<file path="config.mk">
export PLATFORM = sky130hd
export DESIGN_NAME = control_sequencer
export DESIGN_NICKNAME = d
export VERILOG_FILES = /design/src/rtl/control_sequencer.sv
export SDC_FILE = /design/constraint.sdc
export NUM_CORES = 1
export LEC_CHECK = 0
export CELL_PAD_IN_SITES_DETAIL_PLACEMENT = 2
export CELL_PAD_IN_SITES_GLOBAL_PLACEMENT = 2
export CORE_ASPECT_RATIO = 1.75
export CORE_MARGIN = 4
export CORE_UTILIZATION = 16
export CTS_BUF_LIST = sky130_fd_sc_hd__clkbuf_16
export CTS_CLUSTER_SIZE = 40
export DETAILED_ROUTE_END_ITERATION = 10
export PLACE_DENSITY = 0.88
export SLEW_MARGIN = 20
export SYNTH_ARGS = -nofsm -noshare
export SYNTH_HDL_FRONTEND = slang
export SYNTH_SLANG_ARGS = --single-unit
</file>
<file path="constraint.sdc">
create_clock -name clk -period 3.7 [get_ports clk]
set_input_delay 1.11 -clock clk [delete_from_list [all_inputs] [get_ports clk]]
set_output_delay 1.11 -clock clk [all_outputs]
set_load 0.02 [all_outputs]
</file>
<file path="src/rtl/control_sequencer.sv">
// Hardwired control unit: steps through fetch and execute for register-register ALU
// instructions, decoding per-step datapath strobes from the current state and the IR.
module control_sequencer (
  input  logic        clk,
  input  logic        reset,
  input  logic        run,
  input  logic [31:0] ir,
  output logic [15:0] Rin,
  output logic [15:0] Rout,
  output logic        PCout,
  output logic        MARin,
  output logic        IncPC,
  output logic        PCin,
  output logic        Read,
  output logic        MDRin,
  output logic        MDRout,
  output logic        IRin,
  output logic        Yin,
  output logic        Zin,
  output logic        Zlowout,
  output logic        Zhighout,
  output logic        HIin,
  output logic        LOin,
  output logic        AND,
  output logic        OR,
  output logic        ADD,
  output logic        SUB,
  output logic        MUL,
  output logic        DIV,
  output logic        SHR,
  output logic        SHRA,
  output logic        SHL,
  output logic        ROR,
  output logic        ROL,
  output logic        NEG,
  output logic        NOT,
  output logic        instr_done,
  output logic        halted,
  output logic [3:0]  state_dbg
);

  typedef enum logic [3:0] {
    S_IDLE = 4'd0,
    S_T0   = 4'd1,
    S_T1   = 4'd2,
    S_T2   = 4'd3,
    S_T3   = 4'd4,
    S_T4   = 4'd5,
    S_T5   = 4'd6,
    S_T6   = 4'd7,
    S_HALT = 4'd8
  } state_t;

  localparam logic [4:0] OP_ADD  = 5'b00011;
  localparam logic [4:0] OP_SUB  = 5'b00100;
  localparam logic [4:0] OP_AND  = 5'b00101;
  localparam logic [4:0] OP_OR   = 5'b00110;
  localparam logic [4:0] OP_ROR  = 5'b00111;
  localparam logic [4:0] OP_ROL  = 5'b01000;
  localparam logic [4:0] OP_SHR  = 5'b01001;
  localparam logic [4:0] OP_SHRA = 5'b01010;
  localparam logic [4:0] OP_SHL  = 5'b01011;
  localparam logic [4:0] OP_DIV  = 5'b01111;
  localparam logic [4:0] OP_MUL  = 5'b10000;
  localparam logic [4:0] OP_NEG  = 5'b10001;
  localparam logic [4:0] OP_NOT  = 5'b10010;
  localparam logic [4:0] OP_HALT = 5'b11011;

  state_t state_q, state_d;

  logic [4:0]  opcode;
  logic [3:0]  ra, rb, rc;
  logic        is_3reg, is_muldiv, is_unary, is_halt;
  logic [12:0] alu_sel;
  logic        op_en;
  logic        done;

  logic [15:0] rin_s, rout_s;
  logic        pc_out, mar_in, inc_pc, pc_in, rd, mdr_in, mdr_out, ir_in;
  logic        y_in, z_in, zlow_out, zhigh_out, hi_in, lo_in, halted_s;

  logic unused_ir;
  assign unused_ir = ^ir[14:0];

  assign opcode = ir[31:27];
  assign ra     = ir[26:23];
  assign rb     = ir[22:19];
  assign rc     = ir[18:15];

  assign is_3reg   = (opcode >= OP_ADD) && (opcode <= OP_SHL);
  assign is_muldiv = (opcode == OP_MUL) || (opcode == OP_DIV);
  assign is_unary  = (opcode == OP_NEG) || (opcode == OP_NOT);
  assign is_halt   = (opcode == OP_HALT);

  // ALU select order: AND OR ADD SUB MUL DIV SHR SHRA SHL ROR ROL NEG NOT
  always_comb begin
    alu_sel = 13'b0;
    case (opcode)
      OP_AND:  alu_sel = 13'b1000000000000;
      OP_OR:   alu_sel = 13'b0100000000000;
      OP_ADD:  alu_sel = 13'b0010000000000;
      OP_SUB:  alu_sel = 13'b0001000000000;
      OP_MUL:  alu_sel = 13'b0000100000000;
      OP_DIV:  alu_sel = 13'b0000010000000;
      OP_SHR:  alu_sel = 13'b0000001000000;
      OP_SHRA: alu_sel = 13'b0000000100000;
      OP_SHL:  alu_sel = 13'b0000000010000;
      OP_ROR:  alu_sel = 13'b0000000001000;
      OP_ROL:  alu_sel = 13'b0000000000100;
      OP_NEG:  alu_sel = 13'b0000000000010;
      OP_NOT:  alu_sel = 13'b0000000000001;
      default: alu_sel = 13'b0;
    endcase
  end

  always_ff @(posedge clk or posedge reset) begin
    if (reset) state_q <= S_IDLE;
    else       state_q <= state_d;
  end

  always_comb begin
    state_d   = state_q;
    rin_s     = 16'h0;
    rout_s    = 16'h0;
    pc_out    = 1'b0;
    mar_in    = 1'b0;
    inc_pc    = 1'b0;
    pc_in     = 1'b0;
    rd        = 1'b0;
    mdr_in    = 1'b0;
    mdr_out   = 1'b0;
    ir_in     = 1'b0;
    y_in      = 1'b0;
    z_in      = 1'b0;
    zlow_out  = 1'b0;
    zhigh_out = 1'b0;
    hi_in     = 1'b0;
    lo_in     = 1'b0;
    halted_s  = 1'b0;
    op_en     = 1'b0;
    done      = 1'b0;

    case (state_q)
      S_IDLE: state_d = run ? S_T0 : S_IDLE;
      S_T0: begin
        pc_out  = 1'b1;
        mar_in  = 1'b1;
        inc_pc  = 1'b1;
        pc_in   = 1'b1;
        state_d = S_T1;
      end
      S_T1: begin
        rd      = 1'b1;
        mdr_in  = 1'b1;
        state_d = S_T2;
      end
      S_T2: begin
        mdr_out = 1'b1;
        ir_in   = 1'b1;
        state_d = S_T3;
      end
      S_T3: begin
        if (is_3reg) begin
          rout_s  = 16'(1) << rb;
          y_in    = 1'b1;
          state_d = S_T4;
        end else if (is_muldiv) begin
          rout_s  = 16'(1) << ra;
          y_in    = 1'b1;
          state_d = S_T4;
        end else if (is_unary) begin
          rout_s  = 16'(1) << rb;
          op_en   = 1'b1;
          z_in    = 1'b1;
          state_d = S_T4;
        end else begin
          done = 1'b1;
        end
      end
      S_T4: begin
        if (is_3reg) begin
          rout_s  = 16'(1) << rc;
          op_en   = 1'b1;
          z_in    = 1'b1;
          state_d = S_T5;
        end else if (is_muldiv) begin
          rout_s  = 16'(1) << rb;
          op_en   = 1'b1;
          z_in    = 1'b1;
          state_d = S_T5;
        end else if (is_unary) begin
          zlow_out = 1'b1;
          rin_s    = 16'(1) << ra;
          done     = 1'b1;
        end else begin
          state_d = S_IDLE;
        end
      end
      S_T5: begin
        if (is_3reg) begin
          zlow_out = 1'b1;
          rin_s    = 16'(1) << ra;
          done     = 1'b1;
        end else if (is_muldiv) begin
          zlow_out = 1'b1;
          lo_in    = 1'b1;
          state_d  = S_T6;
        end else begin
          state_d = S_IDLE;
        end
      end
      S_T6: begin
        if (is_muldiv) begin
          zhigh_out = 1'b1;
          hi_in     = 1'b1;
          done      = 1'b1;
        end else begin
          state_d = S_IDLE;
        end
      end
      S_HALT: halted_s = 1'b1;
      default: state_d = S_IDLE;
    endcase

    // HALT finishes its T3 step like any other instruction but then parks.
    if (done) begin
      if (state_q == S_T3 && is_halt) state_d = S_HALT;
      else                            state_d = run ? S_T0 : S_IDLE;
    end
  end

  assign Rin      = rin_s;
  assign Rout     = rout_s;
  assign PCout    = pc_out;
  assign MARin    = mar_in;
  assign IncPC    = inc_pc;
  assign PCin     = pc_in;
  assign Read     = rd;
  assign MDRin    = mdr_in;
  assign MDRout   = mdr_out;
  assign IRin     = ir_in;
  assign Yin      = y_in;
  assign Zin      = z_in;
  assign Zlowout  = zlow_out;
  assign Zhighout = zhigh_out;
  assign HIin     = hi_in;
  assign LOin     = lo_in;
  assign {AND, OR, ADD, SUB, MUL, DIV, SHR, SHRA, SHL, ROR, ROL, NEG, NOT} =
    op_en ? alu_sel : 13'b0;
  assign instr_done = done;
  assign halted     = halted_s;
  assign state_dbg  = state_q;

endmodule

</file>
; Word level (Yosys, flattened, before mapping)
; Memory sizes are Yosys's and may differ from the RTL's.
; Index checks and enable logic that the tools add are counted.
[totals]
register_bits = 4
output_inout_bits = 65
elab_cells = 76
romBits = 416
mem_count = 1
input_bits = 35
[mem_list]
columns = memory, words, width, read_ports, rd_clocked_by_memory_dff, wr, line
row1 = (no name shown), 32, 13, 1, 0, 0, 98  ; case (opcode)
[op_classes]
n_eq_ne = 18
n_reduce_logical = 6
shift = 3
magnitude_cmp = 2
muxes = 45
[op_table]
columns = op, count
row1 = 16-bit two-way mux, 9
row2 = 16-bit one-hot mux with 2 select lines, 2
row3 = 1-bit by 4-bit left shift with 16-bit output (first input constant), 3
row4 = 4-bit two-way mux, 10
row5 = 4-bit one-hot mux with 9 select lines, 1
row6 = 5-bit == test (second input constant), 4
row7 = 1-bit two-way mux, 18
row8 = 4-bit by 3-bit == test with 1-bit output (second input constant), 4
row9 = 13-bit two-way mux, 1
row10 = 5-bit inequality test (second input constant), 2
row11 = 4-bit by 2-bit == test with 1-bit output (second input constant), 2
row12 = 3-bit inequality test (second input constant), 2
row13 = 5-bit by 4-bit == test with 1-bit output (second input constant), 1
row14 = 5-bit by 2-bit >= comparator with 1-bit output (second input constant), 1
row15 = 5-bit by 4-bit less-or-equal comparator with 1-bit output (second input constant), 1
row16 = 5-bit AND reduction, 1
row17 = 4-bit by 1-bit == test with 1-bit output (second input constant), 1
row18 = 4-bit == test (second input constant), 1
row19 = 4-bit zero test, 1
row20 = 1-bit one-hot mux with 2 select lines, 2
row21 = 1-bit one-hot mux with 4 select lines, 1
row22 = 3-bit two-way mux, 1
row23 = 1-bit logical AND, 2
row24 = 1-bit logical OR, 2
row25 = 2-bit inequality test (second input constant), 1

; Logic depth before layout (Yosys ltp)
; Gate-level depths: netlist (run 1).
[depth]
ltp_word = 8
ltp_mapped = 7
ltp_nobuf = 5

; Worst setup path after synthesis (run 1)
; Ideal clock, no wire load.
[synth_timing]
kind = input -> output
start = input ir[29]
end = output instr_done
t_arrival_ps = 2730
slack_ps = -140
path_stages = 5
required_time_ps = 2590
path_cell_list = buf_2 > nor2b_1 > a32oi_1 > nor3_1 > a311o_1
[synth_between]
elab_chain_cells = 6
[synth_rtl]
columns = element, line
row1 = "start, declared", 7  ; input logic [31:0] ir,
row2 = 5-bit == test, 92  ; assign is_unary = (opcode == OP_NEG) || (opcode == OP_NOT);
row3 = 1-bit logical OR, 92
row4 = 1-bit two-way mux (on tied branches), "191, 171"
row5 = 1-bit two-way mux (on tied branches), "186, 167"
row6 = 1-bit two-way mux (on tied branches), -
row7 = 1-bit one-hot mux with 4 select lines *, 143  ; case (state_q)
row8 = "end, declared", 37  ; output logic instr_done,
; Mark *: on every way between the ends. The rest lies on a longest branch, timed or not.

; Worst setup path after layout (run 1)
[layout_timing]
start = input ir[28]
end = output Rout[1]
[layout_between]
elab_chain_cells = 6
[layout_rtl]
columns = element, line
row1 = 5-bit == test, 92
row2 = 1-bit logical OR, 92
row3 = 16-bit two-way mux, 171  ; end else if (is_unary) begin
row4 = 16-bit two-way mux, 167  ; end else if (is_muldiv) begin
row5 = 16-bit two-way mux, 163  ; if (is_3reg) begin
row6 = 16-bit one-hot mux with 2 select lines *, 143
row7 = "end, declared", 9  ; output logic [15:0] Rout,
; Marked as above.

==> results of run 1 <==
[area by class of cell]
cell class                 instances  area share
clock buffer                       3      0.0255
antenna                            1    0.000849
inverter                           4     0.00509
sequential                         4      0.0339
multi-input combinational        190       0.464
timing repair buffer             150       0.422
tap                              115      0.0488
[through the flow]
step           hold WS (ns)  cells
2_1_floorplan         0.611    222
3_3_place_gp          0.553    450
3_5_place_dp          0.569    450
4_1_cts               0.581    462
5_1_grt               0.637    467
6_report              0.563    467
[worst min path at each step]
| stage | slack [ns] | depth (start not counted) | to |
|---|---|---|---|
| after floorplan | 0.61 | 1 | state_dbg[1] |
| after detailed placement | 0.57 | 1 | state_dbg[1] |
| after CTS | 0.58 | 1 | state_dbg[1] |
| after global placement | 0.55 | 1 | state_dbg[1] |
| after global routing | 0.64 | 1 | state_dbg[1] |
| final | 0.56 | 1 | state_dbg[1] |
[layout by cell type (no fill, tap or decap), types with 2 or more instances in the layout]
master,netlist,final
nand3_2,0,2
clkbuf_2,0,10
o21a_1,2,2
a22o_1,16,16
o32ai_2,0,2
dfrtp_1,4,4
o21ai_1,2,2
buf_4,6,68
mux2i_1,2,2
nand3b_1,6,6
nor2b_1,5,2
nor2_2,1,3
buf_6,1,18
a21oi_1,5,4
clkdlybuf4s50_1,0,25
buf_8,0,2
nand2_4,0,4
dlygate4sd2_1,0,2
o22ai_1,23,19
inv_1,4,4
o32ai_1,7,4
nor3b_1,2,2
a211o_1,2,2
o21ai_2,0,3
nor3_2,1,2
buf_2,7,17
nor2b_2,0,2
nor3_1,6,4
nand2b_1,13,11
dlymetal6s2s_1,0,7
nor2_1,38,36
or3b_4,0,2
nand2_1,25,19
nand3_1,7,5
clkbuf_16,0,3
o22ai_2,0,4
[kinds of logic after synthesis]
family                    after synthesis  share of synthesized area
AOI/OAI and AO/OA                      69                      0.368
and+or+nand+nor                       118                      0.436
buffers and inverters                  28                      0.104
DFF                                     4                     0.0721
xor gates and xnor gates                1                    0.00631
muxes                                   2                     0.0144
[repair_timing]
item	4_1_cts	5_1_grt
hold buffers	0	0
buffers inserted	9	4
pin swaps	13	14
gates resized for setup	235	57
setup endpoints to repair	52	43
[metal layers]
metal / vias to the layer above / wire length [um]
met5: - / 0
met4: 0 / 280
met3: 22 / 405
met2: 73 / 4800
met1: 1097 / 2850
li1: 1080 / -
[where the power goes]
part	total, uW	internal [uW]	switching (uW)	leakage, uW
registers	88.4	59.5	28.8	0.0000515
clock network	163	138	25.0	0.0000370
logic	586	256	330	0.00124
==> summary.txt, run 1 <==
Synthesis
  • Synth top cells by count: 38 x nor2_1, 25 x nand2_1, 23 x o22ai_1
  • Leading area contributor after synthesis: o22ai_1
  • Yosys warns: 0
  • Async set-reset flop share out of synthesis: 1.00
  • Distinct cell type count after synthesis: 45
  • #FFs+latches synth: 4
  • Synthesized Nets: 257
  • Count leader, synth: nor2_1
  • Post-Syn Instances: 222
  • Post-synth EDFFs: 0
  • Mapped Area: between 1000 and 1500 um^2
  • Area share of the largest cell type after synthesis: 0.104
  • Synth Flop Type: dfrtp_1
  • Dominant cells by area after synthesis: o22ai_1 10%, nor2_1 10%, a22o_1 10%
  • Seq/Total Area, Yosys: 0.0721
  • Syn_area_per_cell: 6.25 um^2

Placed design
  • Detailed Place HPWL: 6.63 mm
  • Dpl cell area: 2650 um^2
  • Routability cong.: 0.851
  • Dpl ws: -1.11 ns
  • Port Buffers: 84

GRT
  • Total global routing overflow: 0
  • Met2 usage: 0.320
  • Met3 usage: 0.0253
  • Met1 Use GR: 0.147
  • Initial antenna violation count: 1
  • Largest net degree at the start of global routing: 21
  • GRT Resource Usage Total: 0.155
  • First-pass GRT wire length: 13.0 mm
  • Number of global-route vias before repair: between 2k and 3k
  • Global route hottest layer: met2

Detailed routing
  • Detail Route Antenna Nets: 0
  • DRC Markers: 0
  • Vias: 2272
  • Routed vias/inst: 4.87
  • Total wire length: 8.33 mm
  • First-iteration detailed-routing DRC count: 75
  • Routed WL per cell: about 18 um
  • Drt first pass iters: 4

Clocking
  • CTS tree: yes
  • Clk pin slew, worst setup/hold paths: 0.03 ns
  • Clk_lat worst skew: 0.22 ns
  • H-tree lvl count: 1
  • CTS sink count: 4
  • TritonCTS buffer count: 3
  • Clock root buffer: clkbuf_16
  • Clock Tree Buf Depth: 2

Worst setup path
  • Critical Path End: Rout[1]
  • Critical path class: primary input to output port
  • CP Launch Type: primary input
  • Crit-path max cell delay: 0.42 ns
  • Worst r2r path cells: 7
  • Crit Path Max Fanout: 5
  • WP depth: 9
  • Crit. End Element: output port
  • Slowest-stage cell, CP: a221o_1
  • Worst-path cell chain: buf_8 -> buf_6 -> xor2_4 -> a221o_1 -> buf_6 -> nand2_4 -> o22ai_1 -> a22o_1 -> buf_6
  • Reg2reg end: state_dbg[0]
  • WP data required: about 2.6 ns
  • Worst path top cell family by delay: compound AO/OA/AOI/OAI gates
  • Setup crit start: ir[28]
  • Critical path arrival: 2.62 ns
  • Reg2reg start: state_dbg[0]
  • Reg2reg setup slack: 1.64 ns
  • CP bufs+invs: 4
  • Most used cell, CP: buf_6

Power
  • Leak pwr: 0.00133 uW
  • Final Power: 837 uW
  • Power density over the cells: 284 nW/um^2
  • Worst vdd ir: 0.370 mV

Min path
  • Startpoint of the worst hold path: state_dbg[3]
  • Hold Path Class: register to register

Floorplan
  • FP Rows: 44
  • Starting Density: 0.166
  • # IOs: 100
  • DIE HEIGHT: 131 um
  • Die ar.: 10300 um^2
  • Die width: 78.4 um
  • Core area: between 8000 and 9000 um^2

Timing
  • Min Clock Period, post-route: roughly 3.7 ns
  • Worst-Margin Slew: 0.397 ns
  • Peak Freq: 0.268 GHz
  • Clock Skews: 0.000512 ns
  • TNS Setup: -0.135 ns
  • Final setup slack of the worst path: -0.0298 ns
  • Slew HR: 0.732
  • Final hold viol count: 0
  • Final Max Tran Viols: 0
  • Unrepaired setup endpoints after global routing: true
  • # setup viols final: 7
  • Fin crit share: 1.01

Outcome
  • Outcome: finished, violations left
  • Failing checks: setup timing

Finish
  • Final instance area: around 2900 um^2
  • Area grow syn2layout: 113%
  • Nets@finish: about 390
  • Multi-input logic area: 1370 um^2
  • Final core utilization: 0.352
  • Fillers: 1017
  • Max reg flops: 4
  • Register area: approximately 100 um^2
  • Layout cells sized above 1: 0.462

Job
  • Max_cap viols: 0
(Power assumes the default switching activity.)
==> inputs of run 2 (changes only) <==
CTS_BUF_LIST = default   (was sky130_fd_sc_hd__clkbuf_16)
CTS_CLUSTER_DIAMETER = 60   (was default)
SETUP_SLACK_MARGIN = 0.5   (was default)
==> run 2 against run 1 <==
Effect of this change: the run still ends with setup timing left; core utilization up 9.5 points; combinational power grew 17%; first-iteration DRC count shrank 15%; register-to-register slack improved by 0.03 ns; critical path type unchanged; highest routed layer unchanged.
==> summary.txt, run 2 (same netlist as run 1, synthesis figures left out) <==
Outcome
  • Outcome: finished, violations left
  • Failing checks: setup timing

Timing
  • Final setup slack of the worst path: -0.149 ns (-0.120 ns)
  • Worst-Margin Slew: 0.501 ns (+0.103 ns)
  • Fin crit share: 1.04 (+0.0324)
  • Final Max Tran Viols: 0 (unchanged)
  • Slew HR: 0.665 (-0.0666)
  • Peak Freq: 0.260 GHz (-3.1%)
  • TNS Setup: -1.15 ns (-1.01 ns)
  • # setup viols final: 20 (+13)
  • Clock Skews: 0.000511 ns (-0.00000151 ns)
  • Min Clock Period, post-route: 3.85 ns (+0.120 ns)
  • Final hold viol count: 0 (unchanged)
  • Unrepaired setup endpoints after global routing: true

Finish
  • Fillers: 915 (-10%)
  • Layout cells sized above 1: 0.666 (+0.204)
  • Nets@finish: 402 (+3.6%)
  • Commonest non-fill, non-tap cell in the layout: buf_6
  • # diodes: 0 (-1)
  • Commonest non-fill, non-tap cells in the layout: 66 x buf_6, 62 x buf_4, 27 x nor2_4
  • Area grow syn2layout: 170%
  • Non-filler cells in the finished layout: 480 (+2.8%)
  • Max reg flops: 4 (unchanged)

Worst setup path
  • CP Launch Type: primary input
  • Crit Path Max Fanout: 5 (unchanged)
  • Crit. End Element: output port
  • Critical path arrival: 2.74 ns (+0.12 ns)
  • Reg2reg setup slack: 1.67 ns (+0.03 ns)
  • WP data required: 2.59 ns (about the same)
  • Critical path class: primary input to output port

Power
  • Power density over the cells: 250 nW/um^2 (-12%)
  • Final Power: 936 uW (+12%)
  • Worst vdd ir: 0.368 mV (-0.75%)
  • Leak pwr: 0.00148 uW (+11%)

Floorplan
  • Die width: 78.4 um (unchanged)
  • Starting Density: 0.166 (unchanged)
  • DIE HEIGHT: 131 um (unchanged)
  • # IOs: 100 (unchanged)
  • Core area: 8370 um^2 (unchanged)
  • Die ar.: 10300 um^2 (unchanged)
  • FP Rows: 44 (unchanged)

Placed design
  • Detailed Place HPWL: 6.99 mm (+5.4%)
  • Routability cong.: 0.831 (-2.3%)
  • Cells after DPL: 459 (+2.0%)
  • Port Buffers: 84 (unchanged)

GRT
  • Initial antenna violation count: 0 (-1)
  • Total global routing overflow: 0 (unchanged)
  • First-pass GRT wire length: 14.0 mm (+8.0%)
  • GRT Resource Usage Total: 0.168 (+0.0135)
  • Number of global-route vias before repair: 2666 (+2.9%)
  • Largest net degree at the start of global routing: 19 (-9.5%)

Clocking
  • Clk_lat worst skew: 0.22 ns (about the same)
  • CTS tree: yes
  • H-tree lvl count: 1 (unchanged)
  • TritonCTS buffer count: 3 (unchanged)
  • Clock root buffer: clkbuf_16
  • Clock Tree Buf Depth: 2 (unchanged)
  • Clk pin slew, worst setup/hold paths: 0.03 ns (about the same)
  • CTS sink count: 4 (unchanged)
  • Hold_buf cts: 0 (unchanged)

Detailed routing
  • Drt first pass iters: 4 (unchanged)
  • First-iteration detailed-routing DRC count: 64 (-15%)
  • Detail Route Antenna Nets: 0 (unchanged)
  • Vias: 2321 (+2.2%)
  • Routed WL per cell: 19.0 um (+6.4%)
  • Total wire length: 9.12 mm (+9.4%)
  • DRC Markers: 0 (unchanged)
  • Routed vias/inst: 4.84 (-0.61%)

Job
  • Max_cap viols: 0 (unchanged)

Min path
  • Hold Path Class: register to register
run 2: changes by cell type in the layout (fill, tap and decap cells not counted), moves of 8 or more:
cell      delta
buf_2       -14
buf_6       +48
clkbuf_2    -10
nand2_1      -8
nor2_1      -26
nor2_4      +27
o22ai_1     -15
o22ai_2     +14
run 2: what timing repair did:
action	in CTS	in global routing
pin swaps	37	35
setup buffers	7	11
gates resized for setup	387	56
setup endpoints to repair	52	55
run 2: per-layer routing:
metal / vias to the layer above / global-route usage / wire, um
met5: - / 0 / 0
met4: 0 / 0.0360 / 112
met3: 8 / 0.0116 / 217
met2: 55 / 0.369 / 5830
met1: 1152 / 0.159 / 2960
li1: 1106 / - / -
run 2: per-stage QoR:
stage                     area, um^2  hold WS [ns]  utilization  worst slack, ns
final                           3740         0.595        0.447           -0.149
after global routing            3740         0.653        0.447           -0.215
after CTS                       3450         0.583        0.412          -0.0835
after detailed placement        3040         0.573        0.364            -1.04
after global placement          3040         0.551        0.364           -0.915
after floorplan                 1750         0.611            -            0.252
run 2: path summary, 6_finish.rpt:
path | start | endpoint | cells past startpoint
max in group asynchronous | reset | state_dbg[0] | 2
hold / removal | state_dbg[3] | state_dbg[1] | 1
hold reg to reg | state_dbg[3] | state_dbg[1] | 1
setup reg to reg | state_dbg[2] | state_dbg[2] | 7
setup / recovery | ir[31] | Rout[4] | 9
min in group asynchronous | reset | state_dbg[1] | 2
run 2: final cells by class:
cell class              instances  area (um^2)  area share
flip-flops and latches          4          101      0.0271
well taps                     115          144      0.0384
repair buffers                164         1590       0.425
multi-input cells             190         1820       0.486
inverters                       4         15.0     0.00401
clock buffers                   3         75.1      0.0201
run 2: critical path: stages:
cell     delay [ns]
buf_8          0.11
nor3b_4        0.14
buf_4          0.13
buf_6          0.11
a221o_2        0.49
nand2_4        0.15
o22ai_2        0.11
a22o_1         0.25
buf_6          0.14
run 2: report_power, final:
group          switching (uW)  leakage [uW]  internal [uW]
logic                     386       0.00140            298
clock network            30.5     0.0000370            138
registers                23.1     0.0000504           60.8
total                     439       0.00148            497
